## src/rtl/inst_fetch.sv

```systemverilog
// Instruction fetch stage for the NPU core decoder.
// Reads 128-bit instructions from the instruction RAM starting at a
// programmed PC and prefetches them into a small FIFO. The FIFO head goes to
// the decoder over a valid/ready handshake. JUMP is resolved locally, STOP
// ends the run, and a decoder error flag halts the stage until restarted.
//
// Optional build macro: INST_FETCH_PERF_CNT_EN adds the saturating
// o_inst_cnt / o_stall_cnt performance counters.
//
// Handshake: the decoder takes o_inst in any cycle where o_inst_valid and
// i_inst_ready are both high. o_inst and o_pc stay stable while
// o_inst_valid is high and i_inst_ready is low. i_err_inst is only
// meaningful in a cycle where o_inst_valid is high.
module inst_fetch #(
  parameter int ADDR_W     = 12,
  parameter int FIFO_DEPTH = 2,
  parameter int IMEM_LAT   = 1
) (
  input  logic              i_clk,
  input  logic              i_rst,
  input  logic              i_start,
  input  logic [ADDR_W-1:0] i_start_pc,
  output logic              o_imem_rd_en,
  output logic [ADDR_W-1:0] o_imem_addr,
  input  logic [127:0]      i_imem_rdata,
  output logic [127:0]      o_inst,
  output logic              o_inst_valid,
  input  logic              i_inst_ready,
  input  logic              i_err_inst,
  output logic              o_busy,
  output logic              o_done,
  output logic              o_err,
  output logic [ADDR_W-1:0] o_pc,
  output logic [1:0]        o_state
`ifdef INST_FETCH_PERF_CNT_EN
  ,
  output logic [31:0]       o_inst_cnt,
  output logic [31:0]       o_stall_cnt
`endif
);

  localparam int PTR_W = (FIFO_DEPTH > 1) ? $clog2(FIFO_DEPTH) : 1;
  localparam int CNT_W = PTR_W + 1;
  localparam int OCC_W = $clog2(FIFO_DEPTH + IMEM_LAT + 1) + 1;

  localparam logic [4:0] OP_JUMP = 5'b11100;
  localparam logic [4:0] OP_STOP = 5'b11111;

  typedef enum logic [1:0] {
    S_IDLE  = 2'd0,
    S_FETCH = 2'd1,
    S_DONE  = 2'd2,
    S_ERR   = 2'd3
  } state_t;

  state_t              state;
  logic [ADDR_W-1:0]   fetch_pc;

  // Prefetch FIFO storage and pointers
  logic [127:0]        fifo_inst [FIFO_DEPTH];
  logic [ADDR_W-1:0]   fifo_pc   [FIFO_DEPTH];
  logic [PTR_W-1:0]    rd_ptr;
  logic [PTR_W-1:0]    wr_ptr;
  logic [CNT_W-1:0]    fifo_cnt;

  // In-flight read tracking, stage IMEM_LAT-1 lines up with returning data
  logic [IMEM_LAT-1:0] inf_v;
  logic [ADDR_W-1:0]   inf_a [IMEM_LAT];

  logic                fifo_empty;
  logic [127:0]        head_inst;
  logic [4:0]          head_op;
  logic                in_fetch;
  logic                head_jump;
  logic                pop;
  logic                push;
  logic                err_hit;
  logic                stop_hs;
  logic                flush;
  logic                start_ok;
  logic [OCC_W-1:0]    occ;
  logic [ADDR_W-1:0]   jump_target;

  // Head decode, handshake qualification and read-issue credit
  always_comb begin
    fifo_empty   = (fifo_cnt == '0);
    head_inst    = fifo_inst[rd_ptr];
    head_op      = head_inst[127:123];
    jump_target  = ADDR_W'(head_inst[122:111]);
    in_fetch     = (state == S_FETCH);
    head_jump    = in_fetch & ~fifo_empty & (head_op == OP_JUMP);
    o_inst_valid = in_fetch & ~fifo_empty & (head_op != OP_JUMP);
    o_inst       = fifo_empty ? '0 : head_inst;
    o_pc         = fifo_empty ? '0 : fifo_pc[rd_ptr];
    pop          = o_inst_valid & i_inst_ready & ~i_err_inst;
    err_hit      = o_inst_valid & i_err_inst;
    stop_hs      = pop & (head_op == OP_STOP);
    flush        = head_jump | err_hit | stop_hs;
    push         = inf_v[IMEM_LAT-1];
    start_ok     = i_start & ((state == S_IDLE) | (state == S_ERR));
    // A pop this cycle frees a slot before the issued read can land
    occ = OCC_W'(fifo_cnt);
    for (int i = 0; i < IMEM_LAT; i++) begin
      occ = occ + OCC_W'(inf_v[i]);
    end
    if (pop) begin
      occ = occ - OCC_W'(1);
    end
    o_imem_rd_en = in_fetch & ~flush & (occ < OCC_W'(FIFO_DEPTH));
    o_imem_addr  = fetch_pc;
    o_busy       = in_fetch;
    o_state      = state;
  end

  // Control FSM: run state, fetch PC, done pulse and sticky error
  always_ff @(posedge i_clk) begin
    if (i_rst) begin
      state    <= S_IDLE;
      fetch_pc <= '0;
      o_done   <= 1'b0;
      o_err    <= 1'b0;
    end else begin
      o_done <= 1'b0;
      case (state)
        S_IDLE, S_ERR: begin
          if (i_start) begin
            state    <= S_FETCH;
            fetch_pc <= i_start_pc;
            o_err    <= 1'b0;
          end
        end
        S_FETCH: begin
          if (err_hit) begin
            state <= S_ERR;
            o_err <= 1'b1;
          end else if (stop_hs) begin
            state  <= S_DONE;
            o_done <= 1'b1;
          end else if (head_jump) begin
            fetch_pc <= jump_target;
          end else if (o_imem_rd_en) begin
            fetch_pc <= fetch_pc + ADDR_W'(1);
          end
        end
        S_DONE: begin
          state <= S_IDLE;
        end
        default: begin
          state <= S_IDLE;
        end
      endcase
    end
  end

  // In-flight shift register, emptied on any redirect or termination
  always_ff @(posedge i_clk) begin
    if (i_rst || flush) begin
      inf_v <= '0;
      for (int i = 0; i < IMEM_LAT; i++) begin
        inf_a[i] <= '0;
      end
    end else begin
      inf_v[0] <= o_imem_rd_en;
      inf_a[0] <= fetch_pc;
      for (int i = 1; i < IMEM_LAT; i++) begin
        inf_v[i] <= inf_v[i-1];
        inf_a[i] <= inf_a[i-1];
      end
    end
  end

  // FIFO pointers and occupancy
  always_ff @(posedge i_clk) begin
    if (i_rst || flush) begin
      rd_ptr   <= '0;
      wr_ptr   <= '0;
      fifo_cnt <= '0;
    end else begin
      if (push) begin
        wr_ptr <= wr_ptr + PTR_W'(1);
      end
      if (pop) begin
        rd_ptr <= rd_ptr + PTR_W'(1);
      end
      case ({push, pop})
        2'b10:   fifo_cnt <= fifo_cnt + CNT_W'(1);
        2'b01:   fifo_cnt <= fifo_cnt - CNT_W'(1);
        default: fifo_cnt <= fifo_cnt;
      endcase
    end
  end

  // FIFO storage: returning data is written with the address it was read from
  always_ff @(posedge i_clk) begin
    if (push) begin
      fifo_inst[wr_ptr] <= i_imem_rdata;
      fifo_pc[wr_ptr]   <= inf_a[IMEM_LAT-1];
    end
  end

`ifdef INST_FETCH_PERF_CNT_EN
  // Saturating counters of accepted instructions and decoder stall cycles
  always_ff @(posedge i_clk) begin
    if (i_rst || start_ok) begin
      o_inst_cnt  <= '0;
      o_stall_cnt <= '0;
    end else begin
      if (pop && (o_inst_cnt != 32'hFFFF_FFFF)) begin
        o_inst_cnt <= o_inst_cnt + 32'd1;
      end
      if (o_inst_valid && !i_inst_ready && (o_stall_cnt != 32'hFFFF_FFFF)) begin
        o_stall_cnt <= o_stall_cnt + 32'd1;
      end
    end
  end
`endif

endmodule

```

## config.mk

```make
export PLATFORM = sky130hd
export DESIGN_NAME = inst_fetch
export DESIGN_NICKNAME = d
export VERILOG_FILES = /design/src/rtl/inst_fetch.sv
export SDC_FILE = /design/constraint.sdc
export NUM_CORES = 1
export LEC_CHECK = 0
export BUFFER_PORTS_ARGS = -buffer_cell sky130_fd_sc_hd__buf_2
export CAP_MARGIN = 20
export CORE_MARGIN = 2
export CORE_UTILIZATION = 48
export CTS_CLUSTER_DIAMETER = 80
export DETAILED_ROUTE_END_ITERATION = 8
export GPL_TIMING_DRIVEN = 0
export PLACE_DENSITY = 0.76
export REMOVE_ABC_BUFFERS = 1
export SLEW_MARGIN = 20
export SYNTH_ARGS = -nofsm -noshare
export SYNTH_HDL_FRONTEND = slang
export SYNTH_SLANG_ARGS = --single-unit
```

## constraint.sdc

```tcl
create_clock -name i_clk -period 6.9 [get_ports i_clk]
set_input_delay 0.69 -clock i_clk [delete_from_list [all_inputs] [get_ports i_clk]]
set_output_delay 0.69 -clock i_clk [all_outputs]
set_load 0.01 [all_outputs]
```

# == Word-level counts from Yosys, hierarchy flattened ==
# Memories as Yosys holds them, arrays and structs flattened. A register that Yosys moved wholly into a read port is not among the register bits.
# Cells that the tools add are included.
# W data, S select, Z words.
# classes
addsub,7
n_lt_le_gt_ge,1
n_eq_ne,14
n_mux,29
bitwise_logic,15
reduce_logical,11
# op_table
operator,count
$mux W128,1
$mux W12,7
$pmux W12 S2,1
$mux W1,13
$add A12 B1 Y12 const B,1
$reduce_or A12 Y1,1
$eq A5 B5 Y1 const B,2
$and A1 B1 Y1,9
$eq A2 B2 Y1 const B,3
$mux W2,3
$ne A2 B2 Y1 const B,3
$pmux W2 S3,1
$ne A5 B5 Y1 const B,1
$reduce_and A5 Y1,1
$eq A2 B1 Y1 const B,2
$logic_not A2 Y1,2
$not A1 Y1,4
$pmux W2 S2,1
$reduce_bool A2 Y1,2
$add A2 B1 Y3,1
$lt A3 B2 Y1 const B,1
$mux W3,1
$ne A3 B1 Y1 const B,1
$ne A3 B2 Y1 const B,1
12 further kinds,14
# word_totals
reg_bits,21
mem_bits_rw,292
inputBits,145
output_inout_bits,159
wordCells,88
mem_count,3
# memory_table
memory,depth,word_bits,rd,rd_clocked_by_memory_dff,write_ports,line,source
fifo_inst,2,128,1,1,1,60,logic [127:0] fifo_inst [FIFO_DEPTH];
fifo_pc,2,12,1,1,1,61,logic [ADDR_W-1:0] fifo_pc [FIFO_DEPTH];
inf_a,1,12,1,0,1,68,logic [ADDR_W-1:0] inf_a [IMEM_LAT];

# == Longest topological paths before layout ==
# Gate-level depths: netlist of the first run.
# logic_depth
ltp_word,16
mapped_depth,11
mapped_depth_nobuf,11

# == Least setup slack after synthesis of the first run ==
# Ideal clock, no wire load.
# synth_path
kind,reg2reg
start,register inf_v
end,"memory fifo_inst[0][0], enable pin"
setup_ns,0.642
arrival_ns,6.260
t_required_ns,6.258
setup_slack_ns,-0.002
stages_incl_launch_ff,3
path_buffers,0
synth_period_minus_slack_ns,6.902
cell_sequence,dfxtp_1 -> inv_1 -> nor2_1
# synth_via
elab_chain_len,2
# synth_lines
item,line,source
start: declaration,67,logic [IMEM_LAT-1:0] inf_v;
start signal: indexed assignment,166,inf_v[i] <= inf_v[i-1];
$mux W1,195,if (push) begin
$mux W1 (not written as such),196,fifo_inst[wr_ptr] <= i_imem_rdata;
end: declaration,60,
# Every way passes these cells.

==> results of run 1 <==
worst min path at each step:
| stage | endpoint | slack [ns] | depth (start not counted) |
|---|---|---|---|
| final | fifo_inst[0][112] | 0.33 | 1 |
| after global routing | fifo_inst[1][13] | 0.30 | 1 |
| after CTS | fifo_inst[1][5] | 0.29 | 1 |
| after detailed placement | fifo_pc[1][8] | 0.41 | 0 |
| after global placement | fifo_pc[0][1] | 0.41 | 0 |
| after floorplan | fifo_pc[0][0] | 0.40 | 0 |
registers in the layout (all words and copies together), names as in the netlist, named ones only:
register and count:
o_err 1, o_imem_addr 12, fifo_inst 256, inf_v 1
fifo_pc 24, inf_a 12, fifo_cnt 2, rd_ptr 1
o_done 1, o_state 2, wr_ptr 1
layout by cell type, fill, tap and decap left out, drive strengths merged, types with 7 or more instances in the layout:
| master | Yosys | routed |
|---|---|---|
| nor3 | 9 | 9 |
| nand3 | 7 | 7 |
| clkinv | 0 | 12 |
| and2 | 11 | 11 |
| buf | 21 | 322 |
| dfxtp | 34 | 34 |
| nand4 | 7 | 7 |
| clkbuf | 18 | 44 |
| mux2i | 143 | 143 |
| a21oi | 20 | 20 |
| nor2 | 160 | 160 |
| o21ai | 7 | 7 |
| nand2 | 19 | 19 |
| ha | 8 | 8 |
| edfxtp | 280 | 280 |
| xnor2 | 9 | 9 |
| inv | 12 | 13 |
| o211ai | 7 | 7 |
where the power goes:
part	internal, µW	total, µW	leakage (µW)	switching [µW]
logic	200	478	0.00251	278
registers	2170	2210	0.00283	40.9
clock network	857	1520	0.000458	666
total	3220	4210	0.00579	985
per-layer routing:
metal | routed length (µm) | part of all wire
met5 | 0 | 0
met2 | 13010 | 0.49
met1 | 10350 | 0.39
met4 | 720 | 0.027
met3 | 2283 | 0.087
cell type report:
cell class,instances,share of cell area
repair buffers,322,0.1278
inverters,12,0.002897
multi-input cells,450,0.1979
flip-flops and latches,314,0.5849
well taps,330,0.02656
clock inverters,13,0.004346
diodes,4,0.0006439
clock buffers,44,0.05497
cells by family after synthesis:
logic type	share of synthesized area
xor+xnor	0.01062
buf+inv	0.01820
mux	0.1157
flops	0.7346
fa+ha+maj	0.008090
simple gates	0.07817
compound gates	0.03469
stage by stage:
stage,utilization,total power [µW],setup WS (ns),hold slack (ns)
after floorplan,-,2498,-0.5705,0.4037
after global placement,0.5592,2726,-3.556,0.4059
after detailed placement,0.5787,2726,3.385,0.4133
after CTS,0.6152,4249,2.797,0.2851
after global routing,0.6156,4367,2.684,0.2972
final,0.6156,4207,2.860,0.3261
==> impl_metrics.ini, run 1 <==
[placed_design]
port_buffers = 303
place_area_um2 = 14610
place_congestion = 0.8292
dpl.hpwl_um = 18200
place_inst = 1428

[timing]
slew_headroom = 0.5087
setup_viol = 0
fin_tns_setup_ns = 0
skew_ns = 0.006964
max_freq_mhz = 247.5
period_minus_slack_ns = 4.040
rsz0062_at_grt = false
finalCritPeriodShare = 0.5855
slew_violations = 0
tightest_slew_ns = 0.7370
hold_viol = 0

[setup_path]
cp_data_arrival_time_ns = 3.35
crit_cells = 8
slowest_delay_ns = 0.74
r2r_end = o_imem_addr[2]
crit_family = simple AND/OR/NAND/NOR gates
cp_max_fo = 31
worst-r2r-cell-count = 7
worstSetupEndpoint = o_imem_rd_en
reg2reg_slack_ns = 3.68
criticalPathCategory = reg -> out
critPathSlowestCell = dfxtp_4
cp_num_buf_inv = 3
cp_data_required_time_ns = 6.21
end_kind = output pin
path_common_cell = buf_12
cp-start-kind = register
cp_cell_sequence = buf_12 > buf_12 > or3b_1 > a22o_4 > nand2_1 > a21oi_1 > nor3_1 > buf_2

[finish]
ff_latch_area_um2 = 9092
final_area_um2 = 15550
nets = 1284
instances_no_fill = 1489
post_route_cells_drive_above_1_share = 0.3273
multi_input_comb_area_um2 = 3077
fill_cells = 1940
area_growth_pct = 25.64

[clock_tree]
cts_buffers = 31
cts_root_buf = clkbuf_16
clock_latency_ns = 0.55
cts_buffer_depth = 3
cts.sinks = 314
cts_hold_buf = 0
cts_tree = yes
post_cts_resized = 0
clkTransAtPathRegs_ns = 0.06
cts.htree.levels = 1
cts_setup_buffers = 0

[synth]
yosys_warnings = 0
synth.most_common_cell = edfxtp_1
netlist.area_leader.share = 0.6795
ys_top_cells_by_area = edfxtp_1 68%, mux2i_1 12%, dfxtp_1 5.5%, nor2_1 4.8%, a21oi_1 0.81%
synth_cell_types = 51
synth_edf_count = 280
yosysSeqAreaShare = 0.7346
avgSynthCellArea_um2 = 15.18
syn_area_um2 = 12370
synthArstFlopShare = 0
synth_common_cells = 280 x edfxtp_1, 159 x nor2_1, 143 x mux2i_1
synth-seq-cells = 314
synth_ff_type = edfxtp_1
synth_top_area_cell = edfxtp_1
syn_inst = 815

[route]
vias_per_cell = 5.190
drtPass1Iterations = 5
drtIter0Drc = 491
ant_nets = 0
routed_wl_um = 26370
wl_per_cell_um = 17.71
post-route-drc-count = 0
vias = 7728

[worst_hold_path]
hp-class = in -> reg
hp-start = i_imem_rdata[112]

[flow_run]
drv_cap = 0

[die]
fp-row-count = 58
initial_utilization = 0.4899
die_x_um = 164.6
die_h_um = 164.6
pin_count = 304
die_area_um2 = 27080
fp.coreArea_um2 = 25250

[global_routing]
grt_max_degree = 51
grt_pass1_wl_um = 39210
met2_usage = 0.3237
grt.met3_usage = 0.04119
grt_pass1_vias = 7429
grt.total_usage = 0.1855
met1_usage = 0.2293
overflow = 0
antenna_found_initial = 4
grt_most_used_layer = met2

[power]
max-vdd-ir-drop_uv = 219.8
powerDensity_nw_per_um2 = 270.6
power.leakage_uw = 0.005793

[status]
status = completed
Note: power is estimated with default switching activity, not from simulation.
==> run 2, diff against run 1 <==
--- a/config.mk
+++ b/config.mk
@@ -5,10 +5,11 @@
 export SDC_FILE = /design/constraint.sdc
 export NUM_CORES = 1
 export LEC_CHECK = 0
+export ABC_AREA = 1
 export BUFFER_PORTS_ARGS = -buffer_cell sky130_fd_sc_hd__buf_2
 export CAP_MARGIN = 20
 export CORE_MARGIN = 2
-export CORE_UTILIZATION = 48
+export CORE_UTILIZATION = 50
 export CTS_CLUSTER_DIAMETER = 80
 export DETAILED_ROUTE_END_ITERATION = 8
 export GPL_TIMING_DRIVEN = 0
==> constraint.sdc (replaced) <==
create_clock -name i_clk -period 4.2 [get_ports i_clk]
set_input_delay 0.42 -clock i_clk [delete_from_list [all_inputs] [get_ports i_clk]]
set_output_delay 0.42 -clock i_clk [all_outputs]
set_load 0.01 [all_outputs]
==> impl_metrics.ini, run 2 <==
[status]
status = completed

[timing]
hold_ws_ns = 0.05518
setup_viol = 0
fin_tns_setup_ns = 0
skew_ns = 0.006148
hold_viol = 0
tightest_slew_ns = 1.033
finalCritPeriodShare = 0.7984
rsz0062_at_grt = false
max_freq_mhz = 298.2
slew_headroom = 0.3113
timing.final.ws_setup_ns = 0.8469
period_minus_slack_ns = 3.353
slew_violations = 0

[setup_path]
cp_data_required_time_ns = 3.78
cp_data_arrival_time_ns = 2.93
criticalPathCategory = reg -> out
cp-start-kind = register
cp_max_fo = 129
end_kind = output pin

[clock_tree]
cts_tree = yes
cts.sinks = 314
cts_buffers = 31
clock_latency_ns = 0.54
post_cts_resized = 0
cts_hold_buf = 0
cts_buffer_depth = 3
cts_root_buf = clkbuf_16
cts.htree.levels = 1
cts_setup_buffers = 0
clkTransAtPathRegs_ns = 0.06

[synth]
synth_top_area_cell = edfxtp_1
avgSynthCellArea_um2 = 11.98
synth_cell_types = 37
synth_common_cells = 316 x nand2_1, 280 x edfxtp_1, 133 x a21oi_1
synth_simple_gate_area_frac = 0.1482
synth.mux.area_fraction = 0.008904
synth.most_common_cell = nand2_1
synth-seq-cells = 314
syn_area_um2 = 12370
synth_compound_area_frac = 0.06405
yosys_warnings = 0
yosysSeqAreaShare = 0.7350
synthArstFlopShare = 0
synth_top_family_by_area = simple AND/OR/NAND/NOR gates
yosys.area_share.adder = 0.008095
ys_top_cells_by_area = edfxtp_1 68%, nand2_1 9.6%, dfxtp_1 5.5%, a21oi_1 5.4%, nor2_1 2.0%
syn_inst = 1032
synth_xor_area_frac = 0.004250
netlist.area_leader.share = 0.6800
synth_edf_count = 280
synth_ff_type = edfxtp_1

[placed_design]
dpl.hpwl_um = 18260
place_congestion = 0.8492
dp_slack_ns = 0.9649
place_area_um2 = 14460
port_buffers = 303

[finish]
area_growth_pct = 24.64
nets = 1483
largest_reg_flops = 256
post_route_cells_drive_above_1_share = 0.2905
layout_common_cells = 316 x nand2_1, 303 x buf_2, 280 x edfxtp_1
final_common_cell = nand2_1
top_regs = fifo_inst: 256 flops, fifo_pc: 24 flops
final_area_um2 = 15410
largest_register = fifo_inst

[route]
drtPass1Iterations = 7
drtIter0Drc = 551
vias = 8519
ant_nets = 0
vias_per_cell = 5.074
wl_per_cell_um = 16.33
routed_wl_um = 27420
post-route-drc-count = 0

[global_routing]
grt.total_usage = 0.2040
antenna_found_initial = 2
overflow = 0
grt_most_used_layer = met2
grt_pass1_wl_um = 42030
grt_max_degree = 130
met2_usage = 0.3574
grt.met3_usage = 0.05290
grt_pass1_vias = 8095
met1_usage = 0.2517

[power]
powerDensity_nw_per_um2 = 558.3
max-vdd-ir-drop_uv = 398.2
power.leakage_uw = 0.006345

[flow_run]
drv_cap = 0

[die]
die_h_um = 161.3
initial_utilization = 0.5085
die_x_um = 161.3
fp-row-count = 57
die_area_um2 = 26000
fp.coreArea_um2 = 24320
pin_count = 304

[worst_hold_path]
hp-class = in -> reg
## run 2: power breakdown
part	internal [µW]	leakage [µW]	switching, µW
registers	3860	0.00283	154
clock network	1470	0.000451	1090
logic	756	0.00307	1270
total	6080	0.00634	2520
## run 2: worst max-delay path, cell delays in order, from the launching register on
cell     delay (ns)
dfxtp_4        0.49
inv_6          0.72
nand2_1        0.15
nand2_1        0.19
nand2_2        0.08
nor2_4         0.10
nand2_4        0.08
nand4_2        0.12
nand2_1        0.13
nor2_4         0.13
buf_2          0.15
## run 2: path summary, 6_finish.rpt
check | start | end | slack [ns] | depth (start not counted)
setup / recovery | register | o_imem_rd_en | 0.85 | 10
hold / removal | i_rst | o_done | 0.06 | 2
setup reg to reg | register | o_imem_addr[7] | 0.97 | 12
hold reg to reg | inf_a[0][5] | fifo_pc[0][5] | 0.43 | 0
## run 2: area by class of cell
cell class / instances / area (µm²)
Multi-Input combinational cell: 625 / 2903
Fill cell: 1868 / 8907
Sequential cell: 314 / 9092
Clock buffer: 38 / 802.0
Tap cell: 324 / 405.4
Timing Repair Buffer: 318 / 1899
Antenna cell: 2 / 5.005
Clock inverter: 18 / 142.6
Inverter: 40 / 162.7
## run 2: metrics by stage
step / utilization / total power, µW / instances
floorplan: - / 5274 / 979
global placement: 0.5778 / 6075 / 1606
detailed placement: 0.5947 / 6122 / 1621
CTS: 0.6335 / 8683 / 1677
global route: 0.6336 / 9035 / 1678
finish: 0.6337 / 8605 / 1679
## run 2: logic make-up after synthesis
logic type,after synthesis
flops,314
simple gates,446
xor+xnor,6
fa+ha+maj,8
buf+inv,93
mux,11
compound gates,154
## run 2: layer usage
layer / routed length [µm] / vias up / share of wire
met4: 721 / 0 / 0.026
met1: 10780 / 4013 / 0.39
met5: 0 / - / 0
li1: - / 4156 / -
met2: 13660 / 297 / 0.50
met3: 2269 / 53 / 0.083
==> run 3, diff against run 2 <==
==> constraint.sdc (replaced) <==
create_clock -name i_clk -period 3.2 [get_ports i_clk]
set_input_delay 0.32 -clock i_clk [delete_from_list [all_inputs] [get_ports i_clk]]
set_output_delay 0.32 -clock i_clk [all_outputs]
set_load 0.01 [all_outputs]
==> impl_metrics.ini, run 3 (synthesis gave the netlist of run 2 again) <==
[status]
status = completed

[power]
max-vdd-ir-drop_uv = 523.5
power.leakage_uw = 0.006893
powerDensity_nw_per_um2 = 687.5

[finish]
layout_common_cells = 316 x nand2_1, 303 x buf_2, 280 x edfxtp_1
nets = 1613
post_route_cells_drive_above_1_share = 0.2664
final_common_cell = nand2_1
instances_no_fill = 1808
largest_reg_flops = 256
area_growth_pct = 35.26
top_regs = fifo_inst: 256 flops, fifo_pc: 24 flops
final_area_um2 = 16730
largest_register = fifo_inst

[route]
wl_per_cell_um = 17.11
vias = 9277
routed_wl_um = 30940
vias_per_cell = 5.131
ant_nets = 0
post-route-drc-count = 0
drtPass1Iterations = 5
drtIter0Drc = 923

[setup_path]
worst-r2r-cell-count = 13
cp_data_required_time_ns = 2.88
path_common_cell = nand2_1
slowest_delay_ns = 0.45
cp_cell_sequence = inv_12 > nand2_1 > nand2_1 > inv_1 > nand3_1 > nor2_2 > o21ai_1 > nand2_1 > nor2_4 > buf_2
crit_family = simple AND/OR/NAND/NOR gates
r2r_end = o_imem_addr[7]
cp_data_arrival_time_ns = 2.66
criticalPathCategory = reg -> out
reg2reg_slack_ns = 0.23
cp_max_fo = 129
end_kind = output pin
critPathSlowestCell = dfxtp_4
cp-start-kind = register
cp_num_buf_inv = 3

[clock_tree]
clock_latency_ns = 0.54
cts_root_buf = clkbuf_16
cts_tree = yes
clkTransAtPathRegs_ns = 0.06
cts.sinks = 314
cts_buffers = 31
cts_buffer_depth = 3
cts.htree.levels = 1

[worst_hold_path]
holdPathEnd = o_imem_addr[5]
hp-class = in -> reg
hold_depth = 5
hp-start = i_start_pc[5]

[placed_design]
dpl.hpwl_um = 18260
place_congestion = 0.8492
place_inst = 1621
port_buffers = 303
place_area_um2 = 14460

[timing]
period_minus_slack_ns = 2.981
setup_viol = 0
slew_violations = 0
tightest_slew_ns = 0.8198
hold_viol = 0
rsz0062_at_grt = false
max_freq_mhz = 335.5
finalCritPeriodShare = 0.9315
fin_tns_setup_ns = 0
slew_headroom = 0.4515
skew_ns = 0.01559

[die]
die_area_um2 = 26000
fp.coreArea_um2 = 24320
fp-row-count = 57
pin_count = 304
initial_utilization = 0.5085
die_x_um = 161.3
die_h_um = 161.3

[global_routing]
grt_pass1_vias = 9154
grt_pass1_wl_um = 47400
antenna_found_initial = 1
grt_max_degree = 130
overflow = 0
grt.total_usage = 0.2301

[flow_run]
drv_cap = 0
[run 3: cell count changes in the layout (fill, tap and decap cells not counted), sizes merged]
cell	change
buf	+1
dlygate4sd3	+129
diode	-1
[run 3: worst register-to-register path: stages (launching register included)]
cell      delay (ns)
dfxtp_4         0.57
inv_12          0.24
nand2_1         0.29
nand2_1         0.14
inv_1           0.12
nand3_1         0.09
nor2_2          0.19
nand2_1         0.33
nand2_1         0.27
o21bai_2        0.29
nand2_1         0.16
nand2_1         0.11
nand2_1         0.05
nor2_1          0.09
[run 3: how the worst max path moves through the flow]
stage	slack, ns	cells past startpoint	startpoint	endpoint
final	0.22	10	register	o_imem_rd_en
after global routing	0.003	10	register	o_imem_rd_en
after CTS	0.05	10	register	o_imem_rd_en
after detailed placement	-0.04	12	register	o_imem_addr[7]
after global placement	-7.18	2	inf_v	fifo_inst[0][105]
after floorplan	-3.70	2	inf_v	fifo_inst[0][0]
[run 3: layer usage]
layer,wire length [µm],vias up,part of all wire,GRT usage
met5,0,-,0,0
met4,839,0,0.027,0.06453
met3,2507,68,0.081,0.04751
met2,15860,432,0.51,0.4179
met1,11740,4367,0.38,0.2790
li1,-,4410,-,-
[run 3: stage by stage]
stage | setup slack [ns] | utilization | power [µW] | hold slack (ns)
5_1_grt | 0.003107 | 0.6878 | 12050 | 0.1625
3_5_place_dp | -0.03506 | 0.5947 | 8035 | 0.4111
2_1_floorplan | -3.696 | - | 6922 | 0.3891
6_report | 0.2193 | 0.6878 | 11500 | 0.1330
3_3_place_gp | -7.180 | 0.5778 | 7558 | 0.4079
4_1_cts | 0.04518 | 0.6867 | 11520 | 0.1096
[run 3: final cells by class]
class                      count  area, µm²
inverter                      40      170.2
sequential                   314       9092
antenna                        1      2.502
multi-input combinational    625       2905
timing repair buffer         448       3206
tap                          324      405.4
clock buffer                  38      802.0
clock inverter                18      142.6
fill                        1646       7594
[run 3: power breakdown]
part / leakage [µW] / switching, µW / internal [µW] / total [µW]
Combinational: 0.00362 / 1750 / 1100 / 2840
Sequential: 0.00283 / 212 / 5060 / 5270
Clock: 0.000451 / 1450 / 1930 / 3380
Total: 0.00689 / 3410 / 8090 / 11500
[run 3: what timing repair did]
item / 4_1_cts / 5_1_grt
buffers inserted: 0 / 1
hold buffers: 129 / 0
endpoints found under the setup margin: 13 / 13
gates resized for setup: 2 / 3
endpoints found under the hold margin: 258 / 0
